## config.mk

```make
export PLATFORM = sky130hd
export DESIGN_NAME = if_fetch
export DESIGN_NICKNAME = d
export VERILOG_FILES = /design/src/rtl/cpu_defs.sv /design/src/rtl/if_pc_gen.sv /design/src/rtl/if_fetch.sv
export SDC_FILE = /design/constraint.sdc
export NUM_CORES = 1
export LEC_CHECK = 0
export CAP_MARGIN = 30
export CORE_ASPECT_RATIO = 0.9
export CORE_UTILIZATION = 42
export CTS_CLUSTER_DIAMETER = 120
export CTS_CLUSTER_SIZE = 30
export DETAILED_ROUTE_END_ITERATION = 7
export HOLD_SLACK_MARGIN = 0.06
export PLACE_DENSITY_LB_ADDON = 0.08
export SYNTH_ARGS = -nofsm -noshare
export SYNTH_HDL_FRONTEND = slang
export SYNTH_SLANG_ARGS = --single-unit
```

## constraint.sdc

```tcl
create_clock -name clk -period 2.7 [get_ports clk]
set_input_delay 0.27 -clock clk [delete_from_list [all_inputs] [get_ports clk]]
set_output_delay 0.27 -clock clk [all_outputs]
set_load 0.1 [all_outputs]
```

## src/rtl/cpu_defs.sv

```systemverilog
// Shared CPU definitions: fetch FSM states, reset vector and pipeline payload types.
package cpu_defs;

  localparam logic [31:0] RESET_PC = 32'hBFC0_0000;

  typedef logic [31:0] InstAddr_t;

  typedef enum logic [2:0] {
    S_RST,
    S_ISSUE,
    S_WAIT,
    S_HOLD,
    S_DISCARD
  } FetchState_t;

  typedef struct packed {
    logic stall_if;
    logic stall_id;
    logic stall_ex;
    logic stall_mm;
    logic stall_wb;
  } Stall_t;

  typedef struct packed {
    logic [31:0] inst2;
    logic [31:0] inst1;
  } InstPair_t;

  typedef struct packed {
    logic iaddr_miss;
  } ExceptInfo_t;

endpackage

```

## src/rtl/if_pc_gen.sv

```systemverilog
// Next-PC selection for the fetch stage plus the pending-redirect register used
// while an in-flight bus transaction has to be drained.
module if_pc_gen #(
  parameter int ADDR_W = 32
) (
  input  logic              clk,
  input  logic              rst,
  input  logic [ADDR_W-1:0] pc_i,
  input  logic              flush_i,
  input  logic [ADDR_W-1:0] flush_pc_i,
  input  logic              branch_valid_i,
  input  logic [ADDR_W-1:0] branch_target_i,
  input  logic              capture_i,
  input  logic              clear_i,
  output logic              redir_o,
  output logic [ADDR_W-1:0] next_pc_o
);

  logic              pend_q;
  logic [ADDR_W-1:0] pend_pc_q;
  logic [ADDR_W-1:0] redir_pc;
  logic [ADDR_W-1:0] seq_pc;

  // Priority: flush, then branch, then a stored redirect, then sequential.
  // An upper-word fetch only yields one instruction, so it advances by 4.
  always_comb begin
    redir_o   = flush_i | branch_valid_i;
    redir_pc  = flush_i ? flush_pc_i : branch_target_i;
    seq_pc    = pc_i + (pc_i[2] ? ADDR_W'(4) : ADDR_W'(8));
    next_pc_o = seq_pc;
    if (redir_o) begin
      next_pc_o = redir_pc;
    end else if (pend_q) begin
      next_pc_o = pend_pc_q;
    end
  end

  // Remember a redirect that arrived while the bus was busy; newest one wins.
  always_ff @(posedge clk or negedge rst) begin
    if (!rst) begin
      pend_q    <= 1'b0;
      pend_pc_q <= '0;
    end else if (capture_i) begin
      pend_q    <= 1'b1;
      pend_pc_q <= redir_pc;
    end else if (clear_i) begin
      pend_q    <= 1'b0;
    end
  end

endmodule

```

## src/rtl/if_fetch.sv

```systemverilog
// Instruction-fetch stage: PC sequencing, instruction-bus handshake and the
// registered IF/ID payload (instruction pair, PC, delay-slot/exception/irq tags).
module if_fetch
  import cpu_defs::*;
#(
  parameter int              ADDR_W   = 32,
  parameter logic [ADDR_W-1:0] RESET_PC = cpu_defs::RESET_PC
) (
  input  logic              clk,
  input  logic              rst,
  output logic              ibus_req,
  output logic [ADDR_W-1:0] ibus_addr,
  input  logic              ibus_ack,
  input  logic [63:0]       ibus_rdata,
  input  Stall_t            stall,
  input  logic              flush,
  input  logic [ADDR_W-1:0] flush_pc,
  input  logic              branch_valid,
  input  logic [ADDR_W-1:0] branch_target,
  input  logic              next_delayslot,
  input  logic [7:0]        int_flag,
  output logic              stall_req_if,
  output logic [ADDR_W-1:0] if_pc,
  output InstPair_t         if_inst_pair,
  output logic              if_inst2_avail,
  output logic              if_delayslot,
  output ExceptInfo_t       if_except,
  output logic [7:0]        if_interrupt_flag,
  output logic              is_hard_reset
);

  FetchState_t       state_q;
  logic [ADDR_W-1:0] pc_q;
  logic              req_q, stall_req_q;
  logic [ADDR_W-1:0] addr_q;
  logic [ADDR_W-1:0] if_pc_q;
  InstPair_t         pair_q;
  logic              avail_q, ds_out_q, hard_q;
  ExceptInfo_t       except_q;
  logic [7:0]        intr_q;
  logic              first_q, ds_q, flush_seen_q;
  logic [7:0]        int_q;

  logic              redir;
  logic [ADDR_W-1:0] next_pc;
  logic              capture, clear;
  logic              unused_stall;

  // Only the IF bit of the stall vector matters here.
  assign unused_stall = ^{stall.stall_id, stall.stall_ex, stall.stall_mm, stall.stall_wb};

  // Store a redirect while a request is outstanding; release it when that ack drains.
  assign capture = (state_q == S_WAIT || state_q == S_DISCARD) && !ibus_ack && redir;
  assign clear   = (state_q == S_DISCARD) && ibus_ack;

  if_pc_gen #(.ADDR_W(ADDR_W)) u_pc_gen (
    .clk             (clk),
    .rst             (rst),
    .pc_i            (pc_q),
    .flush_i         (flush),
    .flush_pc_i      (flush_pc),
    .branch_valid_i  (branch_valid),
    .branch_target_i (branch_target),
    .capture_i       (capture),
    .clear_i         (clear),
    .redir_o         (redir),
    .next_pc_o       (next_pc)
  );

  // Fetch FSM with all bus and pipeline outputs registered.
  always_ff @(posedge clk or negedge rst) begin
    if (!rst) begin
      state_q      <= S_RST;
      pc_q         <= RESET_PC;
      req_q        <= 1'b0;
      stall_req_q  <= 1'b0;
      addr_q       <= '0;
      if_pc_q      <= '0;
      pair_q       <= '0;
      avail_q      <= 1'b1;
      ds_out_q     <= 1'b0;
      except_q     <= '0;
      intr_q       <= '0;
      hard_q       <= 1'b1;
      first_q      <= 1'b1;
      ds_q         <= 1'b0;
      int_q        <= '0;
      flush_seen_q <= 1'b0;
    end else begin
      case (state_q)
        S_RST: state_q <= S_ISSUE;
        S_ISSUE: begin
          if (redir) begin
            pc_q     <= next_pc;
            if_pc_q  <= '0;
            pair_q   <= '0;
            avail_q  <= 1'b0;
            ds_out_q <= 1'b0;
            except_q <= '0;
            intr_q   <= '0;
          end else if (pc_q[1:0] != 2'b00) begin
            // Misaligned PC: hand an exception-tagged empty pair downstream.
            if_pc_q             <= pc_q;
            pair_q              <= '0;
            avail_q             <= 1'b0;
            ds_out_q            <= next_delayslot & ~flush_seen_q;
            except_q.iaddr_miss <= 1'b1;
            intr_q              <= int_flag;
            hard_q              <= first_q;
            first_q             <= 1'b0;
            flush_seen_q        <= 1'b0;
          end else begin
            req_q       <= 1'b1;
            stall_req_q <= 1'b1;
            addr_q      <= {pc_q[ADDR_W-1:3], 3'b000};
            ds_q        <= next_delayslot;
            int_q       <= int_flag;
            state_q     <= S_WAIT;
          end
        end
        S_WAIT: begin
          if (ibus_ack) begin
            req_q       <= 1'b0;
            stall_req_q <= 1'b0;
            pc_q        <= next_pc;
            if (redir) begin
              state_q <= S_ISSUE;
            end else begin
              if_pc_q      <= pc_q;
              pair_q.inst1 <= pc_q[2] ? ibus_rdata[63:32] : ibus_rdata[31:0];
              pair_q.inst2 <= pc_q[2] ? 32'h0 : ibus_rdata[63:32];
              avail_q      <= ~pc_q[2];
              ds_out_q     <= ds_q & ~flush_seen_q;
              except_q     <= '0;
              intr_q       <= int_q;
              hard_q       <= first_q;
              first_q      <= 1'b0;
              flush_seen_q <= 1'b0;
              state_q      <= stall.stall_if ? S_HOLD : S_ISSUE;
            end
          end else if (redir) begin
            state_q <= S_DISCARD;
          end
        end
        S_HOLD: begin
          if (redir) begin
            pc_q     <= next_pc;
            if_pc_q  <= '0;
            pair_q   <= '0;
            avail_q  <= 1'b0;
            ds_out_q <= 1'b0;
            except_q <= '0;
            intr_q   <= '0;
            state_q  <= S_ISSUE;
          end else if (!stall.stall_if) begin
            state_q <= S_ISSUE;
          end
        end
        S_DISCARD: begin
          if (ibus_ack) begin
            req_q       <= 1'b0;
            stall_req_q <= 1'b0;
            pc_q        <= next_pc;
            state_q     <= S_ISSUE;
          end
        end
        default: state_q <= S_ISSUE;
      endcase
      if (flush && state_q != S_RST) begin
        flush_seen_q <= 1'b1;
      end
    end
  end

  assign ibus_req          = req_q;
  assign ibus_addr         = addr_q;
  assign stall_req_if      = stall_req_q;
  assign if_pc             = if_pc_q;
  assign if_inst_pair      = pair_q;
  assign if_inst2_avail    = avail_q;
  assign if_delayslot      = ds_out_q;
  assign if_except         = except_q;
  assign if_interrupt_flag = intr_q;
  assign is_hard_reset     = hard_q;

endmodule
```

# ---- After elaboration in Yosys (flattened, before gate mapping)
# Cells that the tools add are included.
dict set report op_classes {
  n_reduce_logical 23
  n_eq_ne 20
  mux 67
  bitwise_logic 7
  addsub 1
}
# operator n
set ops {}
lappend ops {{$mux W32} 12}
lappend ops {{$mux W64} 5}
lappend ops {{$pmux W64 S3} 1}
lappend ops {{$pmux W32 S3} 1}
lappend ops {{$pmux W32 S2} 1}
lappend ops {{$mux W8} 5}
lappend ops {{$add A32 B32 Y32} 1}
lappend ops {{$mux W1} 24}
lappend ops {{$pmux W8 S3} 1}
lappend ops {{$mux W3} 7}
lappend ops {{$reduce_and A5 Y1} 4}
lappend ops {{$ne A3 B3 Y1 const B} 5}
lappend ops {{$ne A2 B2 Y1 const B} 7}
lappend ops {{$pmux W3 S4} 1}
lappend ops {{$reduce_bool A2 Y1} 5}
lappend ops {{$pmux W1 S3} 3}
lappend ops {{$reduce_bool A3 Y1} 3}
lappend ops {{$eq A3 B2 Y1 const B} 2}
lappend ops {{$ne A3 B2 Y1 const B} 2}
lappend ops {{$pmux W1 S2} 3}
lappend ops {{$reduce_and A3 Y1} 2}
lappend ops {{$logic_and A1 B1 Y1} 4}
lappend ops {{$mux W2} 2}
lappend ops {{$mux W4} 1}
lappend ops {{10 further kinds} 16}
dict set report totals {
  ff_bits 217
  output_inout_bits 142
}

# ---- Logic depth before layout (Yosys ltp)
dict set report logic_depth {
  word_depth 6
  depth_mapped 10
  ltp_nobuf 7
}

# ---- Cells and area by module
# From an unflattened synthesis, not the netlist that was laid out.
dict set report unflattened {
  cells_unflattened 1082
  hier_area_um2 10730.3
}
# mod instances seq_area_each_um2 area_per_inst_um2 cells_each
set modules_own_cells {}
lappend modules_own_cells {if_fetch 1 4619.4 7764.9 682}
lappend modules_own_cells {if_pc_gen 1 825.8 2965.3 400}

# ---- Least setup slack after synthesis
# Ideal clock, no wire load.
dict set report synth_path {
  path_type {flip-flop to flip-flop}
  start {register pc_q[2]}
  end {register pc_q[23]}
  period_less_slack_ns 2.472
  path_stages_with_launch 10
  setup_time_ns 0.083
  n_path_buf 2
  slack_ns 0.228
  arrival_time_ns 2.389
  path_cell_list {dfrtp_1 > buf_2 > buf_1 > inv_1 > ha_1 > a21oi_1 > nor4_2 > and2_1 > a31oi_1 > o32a_1}
}
dict set report synth_between {
  elab_chain_cells 6
  word_cells_on_any_way 7
  classes_between {add/sub (1); mux (6)}
}
# item line_no
set synth_rtl {}
lappend synth_rtl {{start: declaration} if_fetch.sv:33} ;# logic [ADDR_W-1:0] pc_q;
lappend synth_rtl {{start signal: assignment} if_fetch.sv:94} ;# pc_q <= next_pc;
lappend synth_rtl {{start signal: assignment} if_fetch.sv:125} ;# pc_q <= next_pc;
lappend synth_rtl {{start signal: assignment} if_fetch.sv:147} ;# pc_q <= next_pc;
lappend synth_rtl {{$mux W4} if_pc_gen.sv:29} ;# seq_pc = pc_i + (pc_i[2] ? ADDR_W'(4) : ADDR_W'(8));
lappend synth_rtl {{$add A32 B32 Y32 *} if_pc_gen.sv:29}
lappend synth_rtl {{$mux W32 *} if_pc_gen.sv:33} ;# end else if (pend_q) begin
lappend synth_rtl {{$mux W32 *} if_pc_gen.sv:31} ;# if (redir_o) begin
lappend synth_rtl {{$mux W32 (on tied branches)} n/a}
lappend synth_rtl {{$pmux W32 S2 *} if_fetch.sv:90} ;# case (state_q)
# Mark *: on every way between the ends. The rest lies on a longest branch, timed or not. The select of a mux whose other input is x is not followed.
# A chain may end at the register's enable or synchronous reset.

# ---- Worst setup path after layout
dict set report layout_path {
  start {register pc_q[3]}
  end {register pc_q[20]}
}
dict set report layout_between {
  elab_chain_cells 5
  word_cells_on_any_way 6
  classes_between {add/sub (1); mux (5)}
}
# item line_no
set layout_rtl {}
lappend layout_rtl {{$add A32 B32 Y32 *} if_pc_gen.sv:29}
lappend layout_rtl {{$mux W32 *} if_pc_gen.sv:33}
lappend layout_rtl {{$mux W32 *} if_pc_gen.sv:31}
lappend layout_rtl {{$mux W32 (on tied branches)} n/a}
lappend layout_rtl {{$pmux W32 S2 *} if_fetch.sv:90}
# Marks and branches as above.

==> out/metrics.csv <==
metric,value,unit
layout.nets,1493,
total_leakage_power,6.08,nW
worst_hold_margin,0.309,ns
crit_path_start,pc_q[3]$_DFFE_PN0P_,
clock_tree.root_cell,sky130_fd_sc_hd__clkbuf_16,
globalplace.congestion,0.772,
num_rows,54,
dieWidth,170,um
cp_data_arrival_time,2.63,ns
final_max_slew_viol_count,0,
result_of_the_run,finished clean,
dr.max_layer_used,met4,
post_synth_mux_area_share,10.4,%
number_of_remaining_drc_errors,0,
cp_max_fo,8,
synthesis.area,10700,um^2
max_clock_freq,0.452,GHz
router_iterations_before_antenna_repair,5,
r2r-end,pc_q[20]$_DFFE_PN0P_,
clock_power_share,19.1,%
max_cap_viol_count,0,
synth_common_cells,"sky130_fd_sc_hd__nand2_1 (244), sky130_fd_sc_hd__dfrtp_1 (205), sky130_fd_sc_hd__o21ai_0 (134)",
regToRegStartpoint,pc_q[3]$_DFFE_PN0P_,
internal_power,5.56,mW
number_of_global_route_vias_before_repair,8438,
cts.path.max_buffers,3,
final_routed_wirelength,29900,um
postSynthRegisterBits,217,
synth-edff-count,0,
grt_usage,23.2,%
grt_pass1_wl,48100,um
final-setup-viol-count,0,
grt_antenna_before_repair,0,
synthDominantCellAreaShare,48.1,%
cts_tree,done,
htree_depth,1,
powerDensity,715,nW/um^2
wirelength_met1,14300,um
hold_violations,0,
yosysTopAreaCell,sky130_fd_sc_hd__dfrtp_1,
clkLatencyLatePin,0.48,ns
syn_inst,1101,
clock-skew-final,0.0379,ns
wire_length_on_met3,1860,um
ys_types,73,
syn_avg_cell_area,9.69,um^2
dieArea,26000,um^2
clk_transition_reported_paths,0.12,ns
setup_repair_after_global_routing_missed_its_margin,false,
multi_input_comb_area,4750,um^2
synth-compound-area-share,17.6,%
ir_worst_vdd,0.980,mV
synth-xor-area-share,0.328,%
cts_sinks,217,
min_path_cells,3,
core,24600,um^2
total_overflow_reported_by_the_global_router,0,
worstSetupStartpointType,flip-flop,
layout.filler_cells,2235,
worst_margin_pin_slew,0.735,ns
via_count,8947,
maximum_number_of_pins_on_one_net_before_global_route_repair,75,
total_cts_buffers,11,
drt-wirelength-per-cell,17.8,um
worstSetupEndpointType,flip-flop,
fin_setup_tns,0,ns
finish.utilization,56.3,%
main_combinational_cell_family_by_area_after_synthesis,compound AO/OA/AOI/OAI gates,
port-buffer-count,281,
fin_crit,2.21,ns
synth_fa_ha_area_share,0.352,%
r2r_setup_slack,0.49,ns
fin_crit_sh,82.0,%
detail_route_met2_wl,13400,um
postCtsSetupRepairBufs,0,
timing.setup.critical_path_class,reg2reg,
yosys.area_share.simple,15.5,%
final_antenna_net_count,0,
timing.slew.headroom,50.8,%
portion_of_the_post_synthesis_area_used_by_sequential_elements,51.0,%
pin_count,289,
layout-drive-gt1-share,19.5,%
vias_per_cell,5.32,
hold_path_end,u_pc_gen.pend_pc_q[19]$_DFFE_PN0P_,
cp.required,3.11,ns
total_switching_power,4.34,mW
netlist_top_cells_area,"sky130_fd_sc_hd__dfrtp_1 (48%), sky130_fd_sc_hd__nand2_1 (8.6%), sky130_fd_sc_hd__mux2i_1 (6.3%), sky130_fd_sc_hd__o21ai_0 (6.3%), sky130_fd_sc_hd__mux2_2 (4.1%)",
synthToLayoutAreaGrowth,29.7,%
synth.most_common_cell,sky130_fd_sc_hd__nand2_1,
die_h,153,um
min-delay-start,flush,
ff2ff_path_depth,7,
combPwrFrac,39.8,%
register_area,5450,um^2
pwr-share-seq,41.1,%
diodes,0,
switching_fraction_of_total_power,43.8,%
hpwl,21600,um
hold_path_class,in2reg,
ys_warn_count,0,
starting_density_of_the_core,43.4,%
dr.first_iter.drc_count,510,
synth_ff_type,sky130_fd_sc_hd__dfrtp_1,
async_flop_share,100,%
==> cell usage in the layout, fill, tap and decap left out, drive strengths merged, types with 3 or more instances in the layout <==
| master | instances |
|---|---|
| nand2 | 244 |
| dfrtp | 205 |
| buf | 180 |
| clkdlybuf4s50 | 140 |
| o21ai | 139 |
| mux2i | 67 |
| a21oi | 40 |
| mux2 | 39 |
| o31ai | 39 |
| nor2 | 27 |
| nand3 | 20 |
| nor3 | 17 |
| clkbuf | 16 |
| a221oi | 14 |
| a22oi | 12 |
| dfstp | 12 |
| nor2b | 10 |
| nand4 | 10 |
| inv | 9 |
| o211ai | 9 |
| nand2b | 8 |
| a22o | 7 |
| and3 | 6 |
| a31oi | 5 |
| o221ai | 5 |
| nor4 | 5 |
| nand3b | 4 |
| a2bb2oi | 4 |
| nor3b | 4 |
| ha | 3 |
| conb | 3 |
==> how the worst max path moves through the flow <==
stage	cells after the start	endpoint	slack, ns
detailed placement	6	if_pc[6]$_DFFE_PN0P_	0.30
CTS	7	pc_q[20]$_DFFE_PN0P_	0.44
global route	7	pc_q[20]$_DFFE_PN0P_	0.29
floorplan	9	pc_q[23]$_DFFE_PN1P_	0.23
global placement	7	pc_q[13]$_DFFE_PN0P_	0.33
finish	7	pc_q[20]$_DFFE_PN0P_	0.49
==> per-stage QoR <==
step | instances | instance area, um^2 | power [mW] | setup WS (ns)
final | 1683 | 13800 | 9.90 | 0.486
after global routing | 1683 | 13800 | 10.3 | 0.289
after CTS | 1683 | 13800 | 9.99 | 0.444
after detailed placement | 1665 | 13500 | 8.09 | 0.299
after global placement | 1665 | 13500 | 8.06 | 0.333
after floorplan | 1103 | 10700 | 6.94 | 0.228
==> area by class of cell <==
cell class	count	area share (%)
clock buffer	16	2.12
tap	336	3.04
clock inverter	1	0.217
sequential	217	39.4
timing repair buffer	321	20.6
inverter	10	0.271
multi-input combinational	782	34.4
==> logic make-up (layout without fill, tap and decap cells) <==
| kind of cell | Yosys count | after routing |
|---|---|---|
| multiplexers | 106 | 106 |
| flip-flops | 217 | 217 |
| XOR/XNOR | 4 | 4 |
| buffers and inverters | 104 | 348 |
| AND/OR/NAND/NOR | 365 | 365 |
| AO/OA/AOI/OAI | 301 | 301 |
| adder cells (fa/ha/maj) | 3 | 3 |
| other | 1 | 3 |
==> critical path: stages (launching register included) <==
cell and delay (ns):
sky130_fd_sc_hd__dfrtp_1 0.50, sky130_fd_sc_hd__ha_1 0.23, sky130_fd_sc_hd__o21ai_0 0.21, sky130_fd_sc_hd__nor4_4 0.46
sky130_fd_sc_hd__buf_4 0.25, sky130_fd_sc_hd__nand3_2 0.10, sky130_fd_sc_hd__o211a_1 0.24, sky130_fd_sc_hd__nor3_1 0.17
==> flip-flops by register name, summed over array words and instances, names as in the netlist, 3 cells and up <==
signal / flops
state_q: 3
if_pc: 32
ibus_addr: 29
pc_q: 32
int_q: 8
u_pc_gen.pend_pc_q: 32
if_inst_pair: 64
if_interrupt_flag: 8
==> layer usage <==
layer | vias up | GRT usage (%)
met1 | 4304 | 34.5
met3 | 19 | 3.94
met2 | 251 | 35.9
met4 | 0 | 3.69
li1 | 4373 | -
met5 | - | 0
==> what timing repair did <==
item | in CTS | in global routing
hold endpoints to repair | 71 | 0
setup endpoints to repair | 0 | 0
hold buffers | 1 | 0
gates resized for setup | 0 | 0
==> power groups by stage <==
stage	Clock, mW	Sequential, mW	Combinational (mW)
6_report	1.89	4.07	3.94
3_5_place_dp	0	4.13	3.96
5_1_grt	2.05	4.14	4.12
2_1_floorplan	0	5.97	0.971
4_1_cts	1.95	4.07	3.97
3_3_place_gp	0	4.12	3.94
(Power assumes the default switching activity.)
